<file path="config.mk">
export PLATFORM = sky130hd
export DESIGN_NAME = breakout_bounce_arbiter
export DESIGN_NICKNAME = d
export VERILOG_FILES = /design/src/rtl/breakout_pkg.sv /design/src/rtl/breakout_rr_picker.sv /design/src/rtl/breakout_bounce_arbiter.sv
export SDC_FILE = /design/constraint.sdc
export NUM_CORES = 1
export LEC_CHECK = 0
export BUFFER_PORTS_ARGS = -buffer_cell sky130_fd_sc_hd__buf_2
export CAP_MARGIN = 25
export CORE_AREA = 10 10 93 95
export DETAILED_ROUTE_END_ITERATION = 10
export DIE_AREA = 0 0 103 105
export GPL_TIMING_DRIVEN = 0
export HOLD_SLACK_MARGIN = 0.12
export PLACE_DENSITY = 0.83
export SLEW_MARGIN = 30
export SYNTH_ARGS = -nofsm -noshare
export SYNTH_HDL_FRONTEND = slang
export SYNTH_HIERARCHICAL = 1
export SYNTH_SLANG_ARGS = --single-unit
</file>
<file path="constraint.sdc">
create_clock -name clk -period 4.14 [get_ports clk]
set_input_delay 0.621 -clock clk [delete_from_list [all_inputs] [get_ports clk]]
set_output_delay 0.621 -clock clk [all_outputs]
set_load 0.01 [all_outputs]
</file>
<file path="src/rtl/breakout_pkg.sv">
// Shared types and constants for the breakout ball/block logic.
package breakout_pkg;

  typedef enum logic [1:0] {
    IDLE     = 2'd0,
    APPLY    = 2'd1,
    COOLDOWN = 2'd2
  } state_e;

  // Direction bits latched from the granted column.
  typedef struct packed {
    logic u;
    logic d;
    logic l;
    logic r;
  } hit_bits_t;

  localparam logic DIR_RIGHT = 1'b1;
  localparam logic DIR_LEFT  = 1'b0;
  localparam logic DIR_DOWN  = 1'b1;
  localparam logic DIR_UP    = 1'b0;

  localparam int DEFAULT_NUM_COLS = 7;
  localparam int IDX_W            = 3;

endpackage

</file>
<file path="src/rtl/breakout_rr_picker.sv">
// Combinational round-robin search: first requester at or after last_grant+1, wrapping.
module breakout_rr_picker
  import breakout_pkg::*;
#(
  parameter int NUM_COLS = DEFAULT_NUM_COLS
) (
  input  logic [NUM_COLS-1:0] req,
  input  logic [IDX_W-1:0]    last_grant,
  output logic                any,
  output logic [IDX_W-1:0]    idx
);

  // last_grant is always < NUM_COLS, so one conditional subtract wraps the offset.
  function automatic int cand(input logic [IDX_W-1:0] lg, input int k);
    int c;
    c = int'(lg) + k;
    if (c >= NUM_COLS) c = c - NUM_COLS;
    return c;
  endfunction

  always_comb begin
    any = |req;
    idx = '0;
    // Walk farthest-to-nearest so the nearest requester is the last write.
    for (int k = NUM_COLS; k >= 1; k--) begin
      if (req[cand(last_grant, k)]) idx = IDX_W'(cand(last_grant, k));
    end
  end

endmodule

</file>
<file path="src/rtl/breakout_bounce_arbiter.sv">
// Owns ball direction and block score; grants one block column per bounce, then cools down.
module breakout_bounce_arbiter
  import breakout_pkg::*;
#(
  parameter int NUM_COLS        = DEFAULT_NUM_COLS,
  parameter int COOLDOWN_FRAMES = 3,
  parameter int SCORE_W         = 16
) (
  input  logic                clk,
  input  logic                reset,
  input  logic                frame_tick,
  input  logic [NUM_COLS-1:0] hit_u,
  input  logic [NUM_COLS-1:0] hit_d,
  input  logic [NUM_COLS-1:0] hit_l,
  input  logic [NUM_COLS-1:0] hit_r,
  input  logic                wall_l,
  input  logic                wall_r,
  input  logic                wall_t,
  input  logic                paddle_hit,
  input  logic                serve,
  output logic                dir_x,
  output logic                dir_y,
  output logic                bounce_pulse,
  output logic [IDX_W-1:0]    grant_col,
  output logic                cooldown_active,
  output logic [SCORE_W-1:0]  score,
  output state_e              state_dbg
);

  localparam int CNT_W = (COOLDOWN_FRAMES < 1) ? 1 : $clog2(COOLDOWN_FRAMES + 1);
  localparam int SUM_W = SCORE_W + 1;

  state_e             state_q, state_d;
  logic               dir_x_q, dir_x_d;
  logic               dir_y_q, dir_y_d;
  logic               bounce_q, bounce_d;
  logic [IDX_W-1:0]   grant_q, grant_d;
  logic [IDX_W-1:0]   last_grant_q, last_grant_d;
  hit_bits_t          lat_q, lat_d;
  logic [CNT_W-1:0]   cnt_q, cnt_d;
  logic [SCORE_W-1:0] score_q, score_d;

  logic [NUM_COLS-1:0] col_req;
  logic                pick_any;
  logic [IDX_W-1:0]    pick_idx;
  logic [SUM_W-1:0]    score_sum;

  assign col_req = hit_u | hit_d | hit_l | hit_r;

  breakout_rr_picker #(.NUM_COLS(NUM_COLS)) u_picker (
    .req        (col_req),
    .last_grant (last_grant_q),
    .any        (pick_any),
    .idx        (pick_idx)
  );

  always_ff @(posedge clk) begin
    if (reset) begin
      state_q      <= IDLE;
      dir_x_q      <= DIR_RIGHT;
      dir_y_q      <= DIR_UP;
      bounce_q     <= 1'b0;
      grant_q      <= '0;
      last_grant_q <= IDX_W'(NUM_COLS - 1);
      lat_q        <= '0;
      cnt_q        <= '0;
      score_q      <= '0;
    end else begin
      state_q      <= state_d;
      dir_x_q      <= dir_x_d;
      dir_y_q      <= dir_y_d;
      bounce_q     <= bounce_d;
      grant_q      <= grant_d;
      last_grant_q <= last_grant_d;
      lat_q        <= lat_d;
      cnt_q        <= cnt_d;
      score_q      <= score_d;
    end
  end

  always_comb begin
    state_d      = state_q;
    dir_x_d      = dir_x_q;
    dir_y_d      = dir_y_q;
    bounce_d     = 1'b0;
    grant_d      = grant_q;
    last_grant_d = last_grant_q;
    lat_d        = lat_q;
    cnt_d        = cnt_q;
    score_d      = score_q;
    score_sum    = {1'b0, score_q} + SUM_W'(grant_q) + SUM_W'(1);

    case (state_q)
      IDLE: begin
        if (pick_any) begin
          grant_d = pick_idx;
          lat_d.u = hit_u[pick_idx];
          lat_d.d = hit_d[pick_idx];
          lat_d.l = hit_l[pick_idx];
          lat_d.r = hit_r[pick_idx];
          state_d = APPLY;
        end
      end
      APPLY: begin
        if (lat_q.r && !lat_q.l)      dir_x_d = DIR_RIGHT;
        else if (lat_q.l && !lat_q.r) dir_x_d = DIR_LEFT;
        else if (lat_q.l && lat_q.r)  dir_x_d = ~dir_x_q;
        if (lat_q.d && !lat_q.u)      dir_y_d = DIR_DOWN;
        else if (lat_q.u && !lat_q.d) dir_y_d = DIR_UP;
        else if (lat_q.u && lat_q.d)  dir_y_d = ~dir_y_q;
        score_d      = score_sum[SCORE_W] ? '1 : score_sum[SCORE_W-1:0];
        bounce_d     = 1'b1;
        last_grant_d = grant_q;
        cnt_d        = CNT_W'(COOLDOWN_FRAMES);
        state_d      = COOLDOWN;
      end
      COOLDOWN: begin
        if (cnt_q == '0)     state_d = IDLE;
        else if (frame_tick) cnt_d   = cnt_q - 1'b1;
      end
      default: state_d = IDLE;
    endcase

    // Walls and paddle take priority over a block bounce on the same axis.
    if (wall_l && !wall_r)     dir_x_d = DIR_RIGHT;
    if (wall_r && !wall_l)     dir_x_d = DIR_LEFT;
    if (wall_t && !paddle_hit) dir_y_d = DIR_DOWN;
    if (paddle_hit && !wall_t) dir_y_d = DIR_UP;

    // Serve cancels whatever the FSM was doing this cycle, except the score history.
    if (serve) begin
      dir_x_d      = DIR_RIGHT;
      dir_y_d      = DIR_UP;
      cnt_d        = '0;
      state_d      = IDLE;
      score_d      = score_q;
      bounce_d     = 1'b0;
      grant_d      = grant_q;
      last_grant_d = last_grant_q;
      lat_d        = lat_q;
    end
  end

  always_comb begin
    dir_x           = dir_x_q;
    dir_y           = dir_y_q;
    bounce_pulse    = bounce_q;
    grant_col       = grant_q;
    cooldown_active = (state_q == COOLDOWN);
    score           = score_q;
    state_dbg       = state_q;
  end

endmodule

</file>
## Word level (Yosys, flattened, before mapping)

Index checks and enable logic that the tools add are counted.

| word-level totals | value |
|---|---|
| register bits after elaboration | 33 |
| input bits | 36 |
| output and inout bits | 25 |

| cells by class | value |
|---|---|
| add/subtract/negate cells | 17 |
| magnitude comparators | 15 |
| equal/unequal tests | 6 |
| multiplexer cells | 62 |
| bitwise logic cells | 6 |
| reduce and logical (&&, ||, !) cells | 34 |

Operators by type and width:

| operator | count |
|---|---|
| $ge 32x4->1 const B | 7 |
| $lt 32x5->1 const B | 7 |
| $mux 32 | 7 |
| $sub 32x4->32 const B | 7 |
| $bmux 1 s3 | 11 |
| $mux 1 | 30 |
| $mux 3 | 7 |
| $or 7x7->7 | 3 |
| $add 16x3->17 | 1 |
| $add 17x1->17 const B | 1 |
| $add 3x3->4 const B | 4 |
| $mux 16 | 1 |
| $logic_and 1x1->1 | 10 |
| $add 3x2->4 const B | 2 |
| $logic_not 1->1 | 8 |
| $mux 2 | 4 |
| $reduce_and 2->1 | 4 |
| $reduce_or 7->1 | 1 |
| $ne 2x2->1 const B | 3 |
| $pmux 2 s3 | 1 |
| $reduce_and 3->1 | 2 |
| $reduce_bool 5->1 | 1 |
| $add 3x1->4 const B | 1 |
| $logic_not 2->1 | 2 |
| 12 further kinds | 15 |

## Logic depth before layout (Yosys ltp)

Gate-level depths: netlist of the first run.

| logic depth | value |
|---|---|
| word-level depth | 15 |
| gate-level depth with buffers | 18 |

## Cells and area by module

Netlist of the first run, hierarchy kept.

Modules (own cells, without submodules):

| module | instances | cells each | area each (um2) | sequential area each (um2) |
|---|---|---|---|---|
| breakout_bounce_arbiter | 1 | 229 | 2019.4 | 660.6 |
| breakout_rr_picker | 1 | 198 | 1475.2 | 0.0 |

## Least setup slack after synthesis of the first run

OpenSTA, ideal clock, no wires.

| path | value |
|---|---|
| kind | register -> register |
| start | register last_grant_q[2] |
| end | register lat_q[0] (netlist bit) |
| arrival | 4177 ps |
| required time | 3997 ps |
| path slack | -179 ps |
| cell stages (with the launch flop) | 17 |
| cells stage by stage | dfxtp_1 buf_4 inv_1 ha_1 buf_4 nor3b_1 xor2_1 mux4_2 nand2b_1 a21bo_2 nor4_1 nand2_1 o21ai_1 clkbuf_1 mux4_2 mux2i_1 o22ai_1 |

| between the ends | value |
|---|---|
| longest elaborated chain between the ends | 15 |
| elaborated cells between the ends (all ways) | 58 |
| those cells by class | add/sub (14); order compare (7); mux (37) |

RTL lines:

| element | RTL line | RTL |
|---|---|---|
| from (decl) | breakout_bounce_arbiter.sv:38 | `logic [IDX_W-1:0] last_grant_q, last_grant_d;` |
| from (signal assigned) | breakout_bounce_arbiter.sv:64 | `last_grant_q <= IDX_W'(NUM_COLS - 1);` |
| from (signal assigned) | breakout_bounce_arbiter.sv:74 | `last_grant_q <= last_grant_d;` |
| $add 3x3->4 | breakout_rr_picker.sv:16 | `c = int'(lg) + k;` |
| $sub 32x4->32 or $ge 32x4->1 (tied branches) | breakout_rr_picker.sv:17 | `if (c >= NUM_COLS) c = c - NUM_COLS;` |
| $mux 32 | breakout_rr_picker.sv:17 |  |
| $bmux 1 s3 | breakout_rr_picker.sv:26 | `if (req[cand(last_grant, k)]) idx = IDX_W'(cand(last_grant, k));` |
| $mux 1 (implied by the code) (2 in a row) | breakout_rr_picker.sv:26 |  |
| $mux 3 (6 in a row) | breakout_rr_picker.sv:26 |  |
| $mux 3 (*) | breakout_rr_picker.sv:26 |  |
| net pick_idx[0] | breakout_bounce_arbiter.sv:45 | `logic [IDX_W-1:0] pick_idx;` |
| $bmux 1 s3 (*) | breakout_bounce_arbiter.sv:100 | `lat_d.r = hit_r[pick_idx];` |
| $mux 1 (implied by the code) (*) | breakout_bounce_arbiter.sv:100 |  |
| to (signal assigned) | breakout_bounce_arbiter.sv:75 | `lat_q <= lat_d;` |
| to (decl) | breakout_bounce_arbiter.sv:39 | `hit_bits_t lat_q, lat_d;` |

Mark *: on every way through the listed nets, which the timed path passes. The rest lies on a longest branch. The select of a mux whose other input is x is not followed.
A chain may end at the register's enable or synchronous reset.

## Worst setup path after layout of the first run

| path | value |
|---|---|
| start | register last_grant_q[0] |
| end | register lat_q[0] (netlist bit) |

Same word-level chain as after synthesis.

==> out/metrics.csv, run 1 <==
stage,metric,value,unit
layout,ANT cells,0,
power_and_ir_drop,Leak,1.88,nW
layout,Final Net Count,573,
power_and_ir_drop,Clock power frac,28.7,%
clock_network,worst skew pair latency,0.29,ns
power_and_ir_drop,combinational share of power,40.2,%
worst_setup_path,Arrival @ worst endpoint,4.19,ns
placement,Final Wtd Congestion,0.926,
grt,largest net degree at the start of global routing,12,
route,Routed WL per cell,17.7,um
worst_setup_path,WS Path Type,reg2reg,
outcome,status,completed,
clock_network,cts hold-fix bufs,0,
power_and_ir_drop,Power Density,252,nW/um^2
logic_synthesis,Yosys reg bits,33,
sta,Slew @ Worst Pin,0.625,ns
die,# IOs,61,
die,row count,30,
min_path,Hold WC Path Type,reg2reg,
logic_synthesis,Yosys top cell by area,dfxtp_1,
placement,IO buf count,60,
sta,setup TNS,0,ns
route,DRC,0,
die,die width,103,um
clock_network,TritonCTS Buffers,5,
logic_synthesis,post-synthesis mux area share,14.6,%
grt,initial antenna violation count,0,
sta,RSZ-0062 raised after global routing,yes,
logic_synthesis,xor-xnor portion of the synthesized cell area,2.72,%
logic_synthesis,Ys Warns,6,
logic_synthesis,Netlist cell types,77,
clock_network,"Reg clk slew, reported paths",0.08,ns
logic_synthesis,syn_area_per_cell,8.18,um^2
route,Pre-antenna DRT Iters,7,
sta,worst hold slack,0.490,ns
grt,first-pass GRT wire length,16.8,mm
logic_synthesis,Post-synth EDFFs,0,
logic_synthesis,syn nets,486,
worst_setup_path,flop2flop setup slack,0.09,ns
sta,"Hold Vio Cnt, Final",0,
worst_setup_path,WP data required,4.28,ns
logic_synthesis,post-synthesis compound-gate area fraction,22.6,%
route,vias per std cell,6.39,
layout,fillers,529,
power_and_ir_drop,Net Sw Frac,33.5,%
sta,Achievable Freq,247,MHz
logic_synthesis,Synth async-reset ratio,0,%
sta,normalized max-slew margin,57.9,%
worst_setup_path,Crit. End Element,flop,
die,core area,6760,um^2
layout,post-route insts no fill,595,
logic_synthesis,Mapped Area,3490,um^2
sta,max-slew violations,0,
logic_synthesis,top-count cell post-synth,a21oi_1,
grt,vias in the first global route,3570,
power_and_ir_drop,Seq pwr share,31.1,%
sta,skew final,0.00854,ns
power_and_ir_drop,Internal,742,uW
power_and_ir_drop,net load switching power,374,uW
route,Routed Antenna Nets,0,
worst_setup_path,startpoint class of the critical path,flop,
clock_network,root buf cell,clkbuf_8,
sta,min Tclk post-route,4.05,ns
worst_setup_path,crit path max fanout,10,
logic_synthesis,top-area cell type share of the netlist area,18.9,%
power_and_ir_drop,maximum vdd drop,218,uV
die,die area,10800,um^2
route,vias post-DR,3805,
logic_synthesis,"Seq/Total Area, Yosys",18.9,%
layout,layout cells sized above 1,31.5,%
logic_synthesis,largest family of logic cells by synthesized area,simple AND/OR/NAND/NOR gates,
die,initial core utilization,51.7,%
clock_network,CTS sink cnt,33,
grt,Global Route Usage Sum,18.3,%
layout,area growth from synthesis to layout,26.8,%
die,Die H,105,um
run,MaxCap Viol Count,0,
logic_synthesis,post-synthesis cell count,427,
placement,DPL Wire Length,7.70,mm
logic_synthesis,post-synthesis adder-cell area fraction,8.45,%
logic_synthesis,largest cells by area after synthesis,"dfxtp_1, ha_1, mux2i_1",
grt,global route total overflow,0,
logic_synthesis,most frequent cells after synthesis,"a21oi_1, dfxtp_1, nand2_1",
route,DR iter-0 viols,261,
route,Final Routed Wirelength,10.6,mm
clock_network,H-tree depth,2,
clock_network,CTS tree,yes,
logic_synthesis,prevailing post-synth register cell,dfxtp_1,
sta,Final period util,97.8,%
placement,Post-Place Cells,567,
sta,# setup viols final,0,
clock_network,CTS Buffer Depth,2,
logic_synthesis,Synth Area in Simple Gates,26.6,%
## routing by layer
| metal | vias to the layer above | track usage (%) | wire [um] |
|---|---|---|---|
| li1 | 1773 | - | - |
| met3 | 34 | 3.95 | 838 |
| met5 | - | 0 | 0 |
| met2 | 203 | 30.6 | 5350 |
| met1 | 1795 | 22.6 | 4110 |
| met4 | 0 | 5.86 | 264 |
## cells in the final DEF (no fill, tap or decap), drive strengths merged, types with 3 or more instances in the layout
cell type   n
nand2b      8
and3        4
inv        26
buf        92
nand3      14
o21ai      19
or2         4
dfxtp      33
ha         22
or4         9
and2        4
nor3b       4
a21o        5
nor4b       4
nand4      10
nor4        3
xor2        3
o2bb2ai     4
nor3       16
nand2      28
nand3b      7
clkbuf     14
o31ai       4
xnor2       7
a21boi      4
nor2b      10
mux4        8
o22ai       5
a211oi      6
mux2        6
nor2       27
a21oi      35
a31oi       3
mux2i      26
a311o       4
## final cells by class
cell class	count	area, um^2	share of cell area [%]
tap	80	100	2.26
clock inverter	2	37.5	0.847
buffer	20	160	3.61
timing repair buffer	80	450	10.2
inverter	28	124	2.80
multi-input combinational	346	2800	63.3
sequential	33	672	15.2
clock buffer	6	82.6	1.86
## flip-flops by register name, indices dropped and copies added (netlist names)
name / cells
grant_col: 3
dir_x: 1
score: 16
last_grant_q: 3
lat_q: 4
cnt_q: 2
state_dbg: 2
dir_y: 1
bounce_pulse: 1
## kinds of logic (layout without fill, tap and decap cells)
| group | after synthesis | after routing |
|---|---|---|
| compound gates | 112 | 112 |
| xor+xnor | 10 | 10 |
| fa+ha+maj | 23 | 23 |
| buf+inv | 48 | 136 |
| flops | 33 | 33 |
| mux | 40 | 40 |
| simple gates | 161 | 161 |
## per-stage QoR
step	worst slack, ns	area [um^2]	power (mW)	utilization [%]
6_report	0.0910	4430	1.12	65.6
5_1_grt	-0.0663	4430	1.17	65.6
4_1_cts	0.0156	4140	1.06	61.2
3_5_place_dp	-0.483	3920	0.721	58.0
3_3_place_gp	-0.403	3920	0.707	58.0
2_1_floorplan	0.0515	3520	0.629	-
## worst max-delay path, stage by stage, from the launching register on
cell	delay, ns
dfxtp_4	0.38
ha_4	0.17
ha_4	0.23
buf_6	0.13
a21o_1	0.21
a22oi_2	0.27
mux4_2	0.56
mux2_4	0.31
or4_4	0.53
a41oi_2	0.22
o221ai_2	0.14
buf_8	0.17
mux4_2	0.30
mux2i_2	0.18
o22ai_1	0.12
## power groups by stage
stage / Combinational [mW] / Sequential [mW] / Clock (mW)
4_1_cts: 0.392 / 0.347 / 0.324
5_1_grt: 0.486 / 0.349 / 0.339
3_5_place_dp: 0.366 / 0.355 / 0
6_report: 0.449 / 0.347 / 0.321
2_1_floorplan: 0.276 / 0.353 / 0
3_3_place_gp: 0.353 / 0.354 / 0
## repair_timing
action                                  CTS  global route
buffers inserted                          5            15
resized for setup                        17            37
endpoints found under the setup margin    5             4
pin swaps                                 2            11
## final timing paths
kind / from / end / cells after the start
max: last_grant_q[0] / lat_q[0] / 14
min: grant_col[0] / last_grant_q[0] / 2
max reg2reg: last_grant_q[0] / lat_q[0] / 14
min reg2reg: grant_col[0] / last_grant_q[0] / 2
No activity file was read; power rests on OpenSTA's default activity.
==> run 2, diff against run 1 <==
- CORE_AREA: 10 10 93 95 -> 2 2 85 87
- DIE_AREA: 0 0 103 105 -> 0 0 87 89
==> run 2 against run 1 <==
Against the previous run:
- clock-buffer cell count down 1
- flip-flop and latch count is the same
- cell count fell by 0.34%
- largest cell class unchanged
- fmax is 0.46% higher
- core utilization down 1.0 points
- critical endpoint is now lat_q[2]
- first-iteration DRC count up 33%
==> out/metrics.csv, run 2 (synthesized netlist as in run 1, its figures left out) <==
stage,metric,value,unit,change
outcome,status,completed,,
clock_network,TritonCTS Buffers,5,,unchanged
worst_setup_path,FF-to-FF Start,last_grant_q[0],,
power_and_ir_drop,Power Density,233,nW/um^2,-7.4%
layout,most frequent cells in the layout,"buf_2, a21oi_1, dfxtp_1, nand2_1",,
route,vias per std cell,6.36,,-0.51%
worst_setup_path,WP data required,4.29,ns,about the same
power_and_ir_drop,Clock power frac,22.2,%,-6.5 points
layout,fillers,507,,-4.2%
sta,skew final,0.00644,ns,-0.00210 ns
power_and_ir_drop,Net Sw Frac,35.6,%,+2.1 points
sta,# setup viols final,0,,unchanged
min_path,Hold WC Path Type,reg2reg,,
worst_setup_path,R2R depth,15,,+1
placement,Final Wtd Congestion,0.988,,+6.7%
worst_setup_path,WS Path Type,reg2reg,,
power_and_ir_drop,Internal,651,uW,-12%
clock_network,CTS Buffer Depth,2,,unchanged
power_and_ir_drop,net load switching power,360,uW,-3.7%
worst_setup_path,crit path from,last_grant_q[0],,
worst_setup_path,flop2flop setup slack,0.11,ns,+0.02 ns
sta,min Tclk post-route,4.03,ns,-0.0186 ns
sta,max-slew violations,0,,unchanged
clock_network,H-tree depth,2,,unchanged
worst_setup_path,startpoint class of the critical path,flop,,
worst_setup_path,FF-to-FF End,lat_q[2],,
layout,design area,4340,um^2,-2.1%
worst_setup_path,crit path max fanout,10,,unchanged
worst_setup_path,Arrival @ worst endpoint,4.18,ns,about the same
clock_network,CTS tree,yes,,
sta,normalized max-slew margin,54.6,%,-3.3 points
sta,Slew @ Worst Pin,0.674,ns,+0.0491 ns
clock_network,cts hold-fix bufs,0,,unchanged
layout,Final Net Count,573,,unchanged
placement,DPL Wire Length,7.18,mm,-6.7%
power_and_ir_drop,combinational share of power,43.5,%,+3.3 points
min_path,Hold Path Depth,2,,unchanged
clock_network,CTS sink cnt,33,,unchanged
placement,Post-Place Cells,567,,unchanged
route,DRC,0,,unchanged
min_path,end of the worst hold path,last_grant_q[0],,
run,MaxCap Viol Count,0,,unchanged
clock_network,worst skew pair latency,0.29,ns,about the same
layout,post-route insts no fill,593,,-0.34%
layout,ANT cells,0,,unchanged
layout,area growth from synthesis to layout,24.1,%,
grt,Global Route Usage Sum,24.4,%,+6.1 points
die,Die H,89,um,-15%
placement,cell area after placement,3920,um^2,unchanged
sta,Final period util,97.4,%,-0.45 points
die,die width,87,um,-16%
die,row count,30,,unchanged
layout,max reg flops,16,,unchanged
die,core area,6720,um^2,-0.56%
route,DR iter-0 viols,346,,+33%
layout,"most common cell after layout, fill and taps aside",buf_2,,
grt,largest net degree at the start of global routing,11,,-1
grt,first-pass GRT wire length,15.4,mm,-8.4%
route,Pre-antenna DRT Iters,6,,-1
grt,vias in the first global route,3429,,-3.9%
power_and_ir_drop,Leak,1.85,nW,-1.6%
route,Final Routed Wirelength,10.2,mm,-3.5%
clock_network,root buf cell,clkbuf_8,,
die,die area,7740,um^2,-28%
grt,global route total overflow,0,,unchanged
route,Routed Antenna Nets,0,,unchanged
layout,area of the multi-input gates,2770,um^2,-1.1%
layout,Seq. cell area,669,um^2,-0.37%
sta,"Hold Vio Cnt, Final",0,,unchanged
power_and_ir_drop,maximum vdd drop,225,uV,+3.1%
route,vias post-DR,3773,,-0.84%
clock_network,"Reg clk slew, reported paths",0.06,ns,-0.02 ns
min_path,hold_sp,grant_col[0],,
worst_setup_path,Crit. End Element,flop,,
placement,IO buf count,60,,unchanged
die,# IOs,61,,unchanged
route,Routed WL per cell,17.2,um,-3.1%
sta,Achievable Freq,248,MHz,+0.46%
power_and_ir_drop,Seq pwr share,34.3,%,+3.2 points
layout,layout cells sized above 1,30.6,%,-0.85 points
grt,initial antenna violation count,0,,unchanged
die,initial core utilization,52.0,%,+0.29 points
-- run 2: cell types whose count changed in the layout (fill, tap and decap cells not counted), sizes merged --
cell | previous run | this run
clkbuf | 14 | 13
clkinvlp | 2 | 1
bufinv | 1 | 0
inv | 26 | 27
-- run 2: power groups by stage --
| stage | Clock [mW] | Combinational (mW) | Sequential [mW] |
|---|---|---|---|
| CTS | 0.226 | 0.386 | 0.348 |
| global route | 0.239 | 0.469 | 0.349 |
| global placement | 0 | 0.351 | 0.354 |
| finish | 0.224 | 0.440 | 0.347 |
| floorplan | 0 | 0.276 | 0.353 |
| detailed placement | 0 | 0.363 | 0.354 |
-- run 2: layer usage --
metal / global-route usage (%) / up-vias / routed length (um)
met5: 0 / - / 0
met4: 7.39 / 0 / 270
met3: 4.52 / 45 / 805
met2: 42.3 / 212 / 5040
met1: 30.9 / 1742 / 4080
li1: - / 1774 / -
-- run 2: final cells by class --
type	count	area share, %
clock buffer	5	1.59
clock inverter	1	0.115
inverter	28	2.68
sequential	33	15.4
buffer	20	3.20
multi-input combinational	346	64.0
tap	80	2.31
timing repair buffer	80	10.7
-- run 2: stage by stage --
step | utilization, % | power (mW) | hold slack [ns] | worst slack [ns] | TNS, ns
final | 64.5 | 1.01 | 0.464 | 0.110 | 0
after global routing | 64.5 | 1.06 | 0.500 | -0.0169 | -0.0169
after CTS | 60.8 | 0.960 | 0.466 | 0.0140 | 0
after detailed placement | 58.3 | 0.717 | 0.463 | -0.449 | -1.77
after global placement | 58.3 | 0.704 | 0.454 | -0.406 | -1.52
after floorplan | - | 0.629 | 0.481 | 0.0515 | 0
-- run 2: timing repair --
item,4_1_cts,5_1_grt
buffers inserted,3,17
gates resized for setup,18,23
hold endpoints to repair,0,0
endpoints found under the setup margin,5,4
pin swaps,4,11
-- run 2: worst max-delay path by stage --
stage                to  slack, ns
6_report       lat_q[2]       0.11
5_1_grt        lat_q[1]      -0.02
4_1_cts        lat_q[2]       0.01
3_5_place_dp   lat_q[2]      -0.45
3_3_place_gp   lat_q[2]      -0.41
2_1_floorplan  lat_q[0]       0.05
-- run 2: worst max-delay path, cell delays in order (launching register included) --
cell      delay [ns]
dfxtp_2         0.37
buf_6           0.17
buf_6           0.19
inv_8           0.07
ha_4            0.17
a21o_1          0.18
a22oi_2         0.24
mux4_2          0.54
mux2_4          0.31
or4_4           0.54
a41oi_2         0.21
o221ai_2        0.15
buf_8           0.17
mux4_2          0.28
mux2i_1         0.20
o22ai_1         0.10
